File: config.mk
export PLATFORM = sky130hd
export DESIGN_NAME = adder_arbiter
export DESIGN_NICKNAME = d
export VERILOG_FILES = /design/src/rtl/adder_pkg.sv /design/src/rtl/rr_arbiter.sv /design/src/rtl/adder_arbiter.sv
export SDC_FILE = /design/constraint.sdc
export NUM_CORES = 1
export LEC_CHECK = 0
export CELL_PAD_IN_SITES_DETAIL_PLACEMENT = 1
export CELL_PAD_IN_SITES_GLOBAL_PLACEMENT = 1
export CORE_ASPECT_RATIO = 0.5
export CORE_UTILIZATION = 33
export DETAILED_ROUTE_END_ITERATION = 16
export MAX_ROUTING_LAYER = met4
export PLACE_DENSITY = 0.85
export SETUP_SLACK_MARGIN = 0.2
export SLEW_MARGIN = 20
export SYNTH_ARGS = -nofsm -noshare
export SYNTH_HDL_FRONTEND = slang
export SYNTH_SLANG_ARGS = --single-unit
File: constraint.sdc
create_clock -name clk -period 4.8 [get_ports clk]
set_input_delay 0.48 -clock clk [delete_from_list [all_inputs] [get_ports clk]]
set_output_delay 0.48 -clock clk [all_outputs]
set_load 0.02 [all_outputs]
File: src/rtl/adder_pkg.sv
// Shared definitions for the adder arbiter: FSM state encoding and
// round-robin pointer helper.
package adder_pkg;

  typedef enum logic [1:0] {
    IDLE = 2'd0,
    CALC = 2'd1,
    RESP = 2'd2
  } state_e;

  localparam int unsigned MAX_REQ   = 16;
  localparam int unsigned MAX_IDX_W = 4;

  // Next round-robin start position after index idx, wrapping at n.
  function automatic logic [MAX_IDX_W-1:0] rr_wrap_inc(
    input logic [MAX_IDX_W-1:0] idx,
    input int unsigned          n
  );
    if (32'(idx) + 32'd1 >= n) return '0;
    return MAX_IDX_W'(32'(idx) + 32'd1);
  endfunction

endpackage

File: src/rtl/rr_arbiter.sv
// Combinational round-robin picker: first set request at or above ptr,
// wrapping modulo NUM_REQ; returns one-hot grant and its index.
module rr_arbiter #(
  parameter  int unsigned NUM_REQ = 4,
  localparam int unsigned ID_W    = $clog2(NUM_REQ)
) (
  input  logic [NUM_REQ-1:0] req_i,
  input  logic [ID_W-1:0]    ptr_i,
  output logic [NUM_REQ-1:0] grant_o,
  output logic [ID_W-1:0]    grant_idx_o
);

  int unsigned slot;
  logic        found;

  always_comb begin
    grant_o     = '0;
    grant_idx_o = '0;
    found       = 1'b0;
    slot        = 0;
    for (int unsigned k = 0; k < NUM_REQ; k++) begin
      // ptr_i < NUM_REQ, so a single subtraction performs the wrap
      slot = 32'(ptr_i) + k;
      if (slot >= NUM_REQ) slot = slot - NUM_REQ;
      if (!found && req_i[slot]) begin
        found         = 1'b1;
        grant_o[slot] = 1'b1;
        grant_idx_o   = ID_W'(slot);
      end
    end
  end

endmodule

File: src/rtl/adder_arbiter.sv
// Round-robin front end sharing one external combinational adder between
// NUM_REQ requesters, returning tagged sums on a single response channel.
module adder_arbiter
  import adder_pkg::*;
#(
  parameter  int unsigned NUM_REQ = 4,
  parameter  int unsigned WIDTH   = 4,
  localparam int unsigned ID_W    = $clog2(NUM_REQ)
) (
  input  logic                     clk,
  input  logic                     rst,
  input  logic [NUM_REQ-1:0]       req_valid,
  output logic [NUM_REQ-1:0]       req_ready,
  input  logic [NUM_REQ*WIDTH-1:0] req_a,
  input  logic [NUM_REQ*WIDTH-1:0] req_b,
  output logic [WIDTH-1:0]         add_a,
  output logic [WIDTH-1:0]         add_b,
  input  logic [WIDTH-1:0]         add_s,
  output logic                     rsp_valid,
  input  logic                     rsp_ready,
  output logic [WIDTH-1:0]         rsp_sum,
  output logic [ID_W-1:0]          rsp_id,
  output logic                     busy
);

  state_e             state_q;
  logic [ID_W-1:0]    ptr_q;
  logic [ID_W-1:0]    ptr_d;
  logic [WIDTH-1:0]   add_a_q;
  logic [WIDTH-1:0]   add_b_q;
  logic [WIDTH-1:0]   sum_q;
  logic [ID_W-1:0]    id_q;
  logic               rsp_valid_q;
  logic               busy_q;
  logic [NUM_REQ-1:0] grant;
  logic [ID_W-1:0]    grant_idx;

  rr_arbiter #(
    .NUM_REQ (NUM_REQ)
  ) u_rr (
    .req_i       (req_valid),
    .ptr_i       (ptr_q),
    .grant_o     (grant),
    .grant_idx_o (grant_idx)
  );

  assign ptr_d = ID_W'(rr_wrap_inc(MAX_IDX_W'(grant_idx), NUM_REQ));

  // Grant offer is combinational so the handshake completes in the cycle
  // the request appears; suppressed during reset and outside IDLE.
  assign req_ready = (state_q == IDLE && !rst) ? grant : '0;

  always_ff @(posedge clk or posedge rst) begin
    if (rst) begin
      state_q     <= IDLE;
      ptr_q       <= '0;
      add_a_q     <= '0;
      add_b_q     <= '0;
      sum_q       <= '0;
      id_q        <= '0;
      rsp_valid_q <= 1'b0;
      busy_q      <= 1'b0;
    end else begin
      case (state_q)
        IDLE: begin
          if (|grant) begin
            add_a_q <= req_a[grant_idx*WIDTH +: WIDTH];
            add_b_q <= req_b[grant_idx*WIDTH +: WIDTH];
            id_q    <= grant_idx;
            ptr_q   <= ptr_d;
            busy_q  <= 1'b1;
            state_q <= CALC;
          end
        end
        CALC: begin
          sum_q       <= add_s;
          rsp_valid_q <= 1'b1;
          state_q     <= RESP;
        end
        RESP: begin
          if (rsp_ready) begin
            rsp_valid_q <= 1'b0;
            busy_q      <= 1'b0;
            state_q     <= IDLE;
          end
        end
        default: begin
          rsp_valid_q <= 1'b0;
          busy_q      <= 1'b0;
          state_q     <= IDLE;
        end
      endcase
    end
  end

  assign add_a     = add_a_q;
  assign add_b     = add_b_q;
  assign rsp_sum   = sum_q;
  assign rsp_id    = id_q;
  assign rsp_valid = rsp_valid_q;
  assign busy      = busy_q;

endmodule
* Word-level counts from Yosys, hierarchy flattened
Cells that the tools add are included.
** Storage, ports and cells
- Register bits after elaboration :: 20
- Input bits :: 43
- Logic and storage cells :: 100
** Cells by class
- Add/sub/neg operators :: 8
- $lt $le $gt $ge :: 13
- Equality and inequality tests :: 4
- Shifts and indexed selects :: 2
- Mux-type cells :: 42
- Bitwise gates (word level) :: 5
- Reductions and logical operators :: 18
** Operators by type and width (count)
- 32-bit by 1-bit greater-or-equal comparator with 1-bit output (second input constant) :: 4
- 32-bit by 3-bit less-than comparator with 1-bit output (second input constant) :: 4
- 32-bit two-way mux :: 4
- 32-bit by 3-bit greater-or-equal comparator with 1-bit output (second input constant) :: 3
- 32-bit by 3-bit subtractor with 32-bit output (second input constant) :: 3
- 16-bit by 5-bit indexed part select with 4-bit output :: 2
- 4-bit two-way mux :: 5
- 2-bit two-way mux :: 8
- 1-bit two-way mux :: 14
- 4-bit OR :: 3
- 1-bit binary-select mux with 2-bit select :: 4
- 1-bit demux with 2-bit select :: 4
- 1-bit logical AND :: 8
- 2-bit by 1-bit adder with 3-bit output (second input constant) :: 2
- 2-bit by 2-bit adder with 3-bit output (second input constant) :: 2
- 1-bit case mux with 3 select lines :: 2
- 2-bit case mux with 3 select lines :: 1
- 2-bit AND reduction :: 3
- 1-bit logical NOT :: 4
- 4-bit OR reduction :: 1
- 2-bit by 3-bit subtractor with 4-bit output (second input constant) :: 1
- 2-bit by 3-bit greater-or-equal comparator with 1-bit output (second input constant) :: 1
- 3-bit greater-or-equal comparator (second input constant) :: 1
- 3-bit AND reduction :: 1
- 6 further kinds :: 7

* Longest topological paths before layout
- Depth in word-level cells :: 18
- Mapped depth :: 14
- Gate-level depth less buffers :: 9

* Cells and area by module
Synthesis repeated with hierarchy kept, for this count alone.
** Unflattened totals
- Cell total of the unflattened synthesis :: 118
- Area total of the unflattened synthesis :: 1527.7 um^2
** By module, submodules not included
- adder_arbiter :: instances 1, cells an instance 67, area an instance 1049.8 um^2, seq. area each 500.5 um^2
- rr_arbiter :: instances 1, cells an instance 51, area an instance 478.0 um^2, seq. area each 0.0 um^2

* Worst setup path after synthesis
Ideal clock, no wire load.
- Kind :: reg2reg
- Start point :: reg (tool-made name)
- End point :: reg add_b_q[0], in the netlist add_b[0]
- Data arrival time :: 3.368 ns
- Data required time :: 4.675 ns
- Slack :: 1.307 ns
- Cell stages (with the launch flop) :: 13
- Path buffers :: 4
- Cells stage by stage :: dfrtp_1 buf_2 buf_2 inv_1 ha_1 buf_6 mux4_2 nor3b_4 o2bb2ai_2 and3b_1 a311oi_4 buf_6 mux2_4
** RTL lines
- end signal: assignment :: line adder_arbiter.sv:68 : add_b_q <= req_b[grant_idx*WIDTH +: WIDTH];
- end: declaration :: line adder_arbiter.sv:30 : logic [WIDTH-1:0] add_b_q;

* Worst setup path after layout
- Start point :: reg ptr_q[1]
- End point :: out req_ready[1]
** Between the ends
- Cells in the longest elaborated chain, start to end :: 15
- Elaborated cells between the ends (all ways) :: 60
- Classes of those cells :: 7 x add/sub; 12 x order compare; 28 x mux; 3 x bitwise; 10 x reduce/logical
** Ends and longest elaborated chain
- start: declaration :: line adder_arbiter.sv:27 : logic [ID_W-1:0] ptr_q;
- start signal: assignment :: line adder_arbiter.sv:70 : ptr_q <= ptr_d;
- parallel branches: the longest is 13 deep, another holds 32-bit by 3-bit subtractor with 32-bit output
- 4-bit two-way mux (*) :: line rr_arbiter.sv:25 : if (!found && req_i[slot]) begin
- 4-bit two-way mux (*) :: line adder_arbiter.sv:51 : assign req_ready = (state_q == IDLE && !rst) ? grant : '0;
- end: declaration :: line adder_arbiter.sv:13 : output logic [NUM_REQ-1:0] req_ready,
Mark *: on every way between the ends. The select of a mux whose other input is x is not followed.

==> run summary <==
The run finished with clean final reports. The average cell area after synthesis came out at 10.7 um^2. The remaining number of nets flagged by the antenna check after routing is 0. The global-route usage over all layers is 0.184. The final non-filler cell area came out at 2350 um^2. The type of destination of the critical path is an output port. The largest net degree at the start of global routing came out at 21. After detailed placement, the total cell area comes to 2300 um^2. The post-synth net total came out at 201.

The netlist uses 43 different library cells. The filler cells instantiated in the layout total 520. TritonCTS built the clock tree.

Of the synthesized area, sequential elements account for 0.308. The max-slew violation count came out at 0. The starting density of the core is 0.357. The worst setup path is of the flip-flop to output port kind. The top-level port count came out at 63. The die outline area came out at 5220 um^2. CTS saw 20 sinks. The sequential cell area is 500 um^2. The maximum single-stage delay on the critical path came out at 0.67 ns. The startpoint class of the critical path is a flip-flop. For the final routed database, the setup TNS stands at 0 ns. The area growth from synthesis to final layout came out at 45.1%. The antenna diode instance count came out at 0. STA puts the critical path data arrival time at 3.39 ns. The final clock period utilization by the worst path is 0.806.

The completed layout was analyzed and its total power is 0.00171 W. In the routed design, unresolved DRC markers number 0. The post-synthesis instance area is 1620 um^2. The final net count came out at 261. The number of design-rule violations left by the first detailed-router iteration is 63. The tree is rooted in a clkbuf_8. The number of flip-flops and latches in the synthesized netlist is 20. The final route contains 1393 vias. The number of global-route vias before repair is 1398. On the critical path, the stage with the largest delay is an instance of mux4_2. The type of the tightest min-delay check is flip-flop to flip-flop.

The buffer and inverter count on the worst path is 2. Global routing finished with a remaining overflow of 0. The post-place setup slack is 1.10 ns. The critical path's top delay family is buffers and inverters. The width of the die came out at 101 um. Walking the worst path, the cells encountered are inv_1 > ha_1 > mux4_2 > and2b_1 > a221o_1 > o21ai_0 > a21oi_1 > clkdlybuf4s50_1. The reported max-cap violation count came out at 0.

The average vias per placed instance came out at 5.05. Port buffering added 62 buffers. Measured along the y axis, the die boundary spans 51.6 um. The instance count of the mapped netlist came out at 151. Setup violations remaining at the end of the flow were counted as 0. The relative slew slack came out at 0.450. The floorplan has 17 rows. The cts-stage hold buffer count is 0. STA puts the critical path data required time at 4.32 ns.

The analysis attributes to cell leakage a power of 0.981 nW. The area of the placeable core is 4550 um^2. The clock skew came out at 0.00263 ns. The worst-skew pair later-pin latency is 0.26 ns. The total wire length after detailed routing is 4.36 mm. After detailed routing, the average wire length per cell comes to 15.8 um. The total power density per cell area came out at 724 nW/um^2. The iteration count of the initial detailed-routing pass is 4. The hold violation total from the final report is 0.

The area taken by multi-input logic gates came out at 1050 um^2. The clock passes through at most 2 buffers. The detailed-placement wirelength estimate is 3.33 mm. Once the clock tree was built, the setup fixing pass inserted 0 buffers. The post-layout minimum cycle time is 3.87 ns. The actual slew at the worst max-slew pin is 0.825 ns. The number of antenna violations at the first check in global routing is 0. Along the worst path, the maximum fanout reaches 9. The number of buffers created by CTS came out at 3.

The clock transition time at the flip-flop clock pins of the worst setup and hold paths is 0.07 ns. The maximum clock rate is 0.259 GHz. In the final layout, the share of cells above drive strength 1 is 0.152.

The post-CTS resize count came out at 0. The first-pass GRT wire length came out at 7.20 mm. In this run the number of H-tree levels came out at 1.

After layout, the worst setup slack is 0.933 ns. The yosys synthesis warning count came out at 0. The final weighted congestion in routability-driven placement is 0.800. The highest ir drop seen on vdd came out at 0.284 mV. Setup repair after global routing left no endpoint under its margin.
==> worst register-to-register path, delay by kind of cell, from the launching register on <==
family | cells | cell delay [ns]
AOI/OAI and AO/OA | 4 | 1.06
DFF | 1 | 0.54
buffers and inverters | 2 | 0.42
and+or+nand+nor | 2 | 0.50
adders and majority gates | 1 | 0.49
muxes | 1 | 0.68
==> layer usage <==
layer	share of wire	vias up	wire length [um]	track usage
met5	0	-	0	-
li1	-	672	-	-
met3	0.022	2	96	0.0242
met4	0.0053	0	23	0.0290
met1	0.46	696	2010	0.231
met2	0.51	23	2230	0.329
==> final timing paths <==
check | slack, ns | startpoint | cells after the start | to
max reg2reg | 1.04 | ptr_q[1] | 10 | flip-flop
min in group asynchronous | 0.69 | rst | 2 | state_q[1]
min reg2reg | 0.51 | rsp_sum[3] | 1 | rsp_sum[3]
min | 0.51 | rsp_sum[3] | 1 | rsp_sum[3]
max | 0.93 | ptr_q[1] | 8 | req_ready[1]
max in group asynchronous | 3.61 | rst | 2 | add_a[2]
==> cells by family (layout without fill, tap and decap cells) <==
kind of cell	after synthesis	in the layout	synth area share
AOI/OAI and AO/OA	32	32	0.149
xor gates and xnor gates	1	1	0.00540
adders and majority gates	7	7	0.0540
buffers and inverters	16	75	0.0540
DFF	20	20	0.308
muxes	45	45	0.316
and+or+nand+nor	30	30	0.113
==> area by class of cell <==
| class | instances | area share |
|---|---|---|
| sequential | 20 | 0.213 |
| tap | 66 | 0.0351 |
| clock buffer | 4 | 0.0234 |
| multi-input combinational | 115 | 0.445 |
| timing repair buffer | 66 | 0.276 |
| inverter | 5 | 0.00797 |
==> power by group <==
part	leakage (nW)	internal (W)	switching (W)
Combinational	0.718	0.000628	0.000619
Clock	0.0288	0.0000730	0.0000553
Sequential	0.234	0.000261	0.0000697
Total	0.981	0.000962	0.000744
==> cells in the mapped netlist, drive strengths merged <==
cell type | n | area, um^2
and3b | 1 | 8.76
o21bai | 1 | 7.51
o32ai | 1 | 8.76
xnor2 | 1 | 8.76
mux2 | 14 | 165
nor3b | 4 | 41.3
mux2i | 28 | 280
inv | 5 | 18.8
o2bb2ai | 2 | 23.8
a221o | 1 | 10.0
a22oi | 1 | 7.51
nor2 | 4 | 15.0
nor3 | 3 | 15.0
nand2b | 3 | 18.8
a2bb2oi | 1 | 8.76
nand2 | 6 | 22.5
a211oi | 1 | 7.51
a21oi | 12 | 63.8
a31oi | 1 | 12.5
ha | 7 | 87.6
a311oi | 1 | 26.3
mux4 | 3 | 67.6
a32o | 1 | 10.0
buf | 9 | 61.3
nor2b | 3 | 18.8
o21ai | 6 | 30.0
or3 | 2 | 12.5
a21o | 1 | 7.51
o22a | 1 | 8.76
dfrtp | 20 | 500
clkbuf | 2 | 7.51
a211o | 1 | 8.76
and2b | 1 | 7.51
nand3b | 2 | 15.0
or3b | 1 | 8.76
==> metrics by stage <==
stage               instances  hold slack [ns]  utilization
floorplan                 151            0.444            -
global placement          272            0.489        0.505
global route              276            0.524        0.517
CTS                       276            0.513        0.517
detailed placement        272            0.497        0.505
finish                    276            0.509        0.517
==> registers in the layout, indices dropped and copies added (netlist names), named ones only <==
name,cells
busy,1
ptr_q,1
rsp_valid,1
add_b,4
state_q,2
rsp_id,2
add_a,4
rsp_sum,4
==> cell usage in the layout (no fill, tap or decap), types with 2 or more instances in the layout <==
| master | count |
|---|---|
| nand3b_1 | 2 |
| mux2_2 | 12 |
| mux2_4 | 2 |
| nand2b_1 | 3 |
| nor3b_1 | 3 |
| ha_1 | 7 |
| nand2_1 | 6 |
| nor2_1 | 4 |
| or3_1 | 2 |
| a21oi_1 | 11 |
| buf_4 | 4 |
| mux2i_1 | 28 |
| o21ai_0 | 5 |
| nor3_1 | 3 |
| nor2b_1 | 3 |
| clkdlybuf4s50_1 | 62 |
| dfrtp_1 | 20 |
| inv_1 | 5 |
| clkbuf_8 | 4 |
| mux4_2 | 3 |
No activity file was read; power rests on OpenSTA's default activity.
==> patch (config.mk and constraints unchanged) <==
The parameter `WIDTH` goes from 4 to 3.
--- a/src/rtl/adder_arbiter.sv
+++ b/src/rtl/adder_arbiter.sv
@@ -6,3 +6,3 @@
   parameter  int unsigned NUM_REQ = 4,
-  parameter  int unsigned WIDTH   = 4,
+  parameter  int unsigned WIDTH   = 3,
   localparam int unsigned ID_W    = $clog2(NUM_REQ)
Ports: changed (6 resized); port bits go from 63 to 51. The function was not compared with the original's and may differ.
==> patch against the original RTL <==
- sequential power down 3%
- highest routed layer unchanged
- final area decreased by 12%
- total power is 9.8% lower
- utilization fell by 4.7 points
- setup slack worse by 170 ps
- first-iteration DRC count down 16%
- register-to-register slack improved by 20 ps
- critical path type unchanged
- synthesized cell count shrank 11%
- critical path depth shrank 1
- sequential cell count is 3 lower
- hold slack worse by 28 ps
- routed wire length is 7.1% lower
- synthesized area shrank 6.4%
==> patch: results (changes against the original RTL) <==
[run_status]
status = completed

[placed_design]
placed_area_um2 = 2030  ; -12%
portBuffers = 50  ; -19%
gp_congestion = 0.873  ; +9.2%
dp_hpwl_mm = 3.14  ; -5.7%
pre_cts_ws_ps = 1050  ; -54.1 ps

[pwr]
switchingPower_uw = 680  ; -8.6%
leakage_uw = 0.000834  ; -15%
irDropWorstVdd_mv = 0.284  ; -0.11%

[yosys]
synth_common_cells = 17 x dfrtp_1, 8 x a21oi_1, 8 x ha_1
synthArstFlopShare_pct = 100  ; unchanged
synthDistinctLibCells = 44  ; +2.3%
yosysWarnings = 0  ; unchanged
synth.net_count = 176  ; -12%
synth_area_leaders = dfrtp_1 28%, mux4_1 12%, ha_1 6.6%, mux2_4 5.9%, mux2_2 4.4%
yosysSeqAreaShare_pct = 28.0  ; -2.8 points

[worst_hold_path]
hp-class = reg2reg

[sta]
skew_ps = 1.29  ; -1.35 ps
max_slew.worst_pin.slew_ps = 738  ; -86.7 ps

[global_routing]
grtUsageTotal_pct = 18.2  ; -0.22 points
grt_first_pass_wirelength_mm = 6.71  ; -6.8%
grt_max_degree = 23  ; +9.5%
grt_pass1_vias = 1362  ; -2.6%

[route]
drt-total-wl_mm = 4.05  ; -7.1%
num_vias = 1301  ; -6.6%
drt_iter0_drc = 53  ; -16%
firstDrtPassIters = 4  ; unchanged

[critical_path]
critPathMaxFanout = 22  ; +13
critical-path-top-delay-family = buffers and inverters
cpMaxStageDelayCell = dfrtp_1
arrival_ps = 3560  ; +170 ps
slowest_delay_ps = 820  ; +150 ps

[clock_network]
cts_resized = 0  ; unchanged
cts_buffers = 3  ; unchanged
root_buffer = clkbuf_8
insertion_delay_ps = 250
clk_pin_slew_worst_paths_ps = 60
cts_buffer_depth = 2  ; unchanged
postCtsSetupBuffers = 0  ; unchanged
htreeDepth = 1  ; unchanged

[finish]
n_antenna_cell = 0  ; unchanged
nets = 222  ; -15%
drive_gt1_share_pct = 12.8  ; -2.4 points

[run]
cap_violations = 0  ; unchanged

patch: metal layers:
metal | share of wire [%] | GRT usage (%)
met1 | 43 | 21.0
met2 | 52 | 33.5
met3 | 3.2 | 1.99
met4 | 1.5 | 6.31
met5 | 0 | -
patch: layout make-up:
cell class | count | area [µm²]
fillers | 465 | 2330
repair buffers | 51 | 508
flip-flops and latches | 17 | 425
multi-input cells | 103 | 1010
inverters | 4 | 15.0
well taps | 57 | 71.3
clock buffers | 4 | 45.0
patch: final timing paths:
path,startpoint,to,slack [ps],depth (start not counted)
setup / recovery,register,req_ready[0],760,7
hold / removal,rsp_valid,rsp_valid,480,1
setup reg to reg,register,add_a[0],1060,8
hold reg to reg,rsp_valid,rsp_valid,480,1
max in group asynchronous,rst,asynchronous set/reset pin,3740,2
min in group asynchronous,rst,rsp_valid,640,2
patch: cells by family after synthesis:
logic type	Yosys count	synth area share (%)
AND/OR/NAND/NOR	34	12.8
AO/OA/AOI/OAI	33	16.1
multiplexers	27	30.3
flip-flops	17	28.0
buffers and inverters	14	5.68
adder cells (fa/ha/maj)	8	6.59
XOR/XNOR	1	0.577
patch: through the flow:
stage	instances	utilization [%]
global route	236	47.1
global placement	232	46.0
detailed placement	232	46.0
floorplan	134	-
finish	236	47.1
CTS	236	47.1
patch: power groups by stage:
stage                     Sequential, µW  Clock, µW  Combinational, µW
after floorplan                      342          0                800
after global routing                 333        114               1210
after global placement               309          0               1070
after CTS                            319        110               1130
after detailed placement             319          0               1110
final                                320        106               1110
patch: worst reg2reg max path, stage by stage (launching register included):
cell and delay (ps):
dfrtp_1 820, inv_1 260, ha_1 510, mux4_2 480, inv_1 180, nor2_1 70, a21oi_2 400, mux4_1 630
mux2_4 280
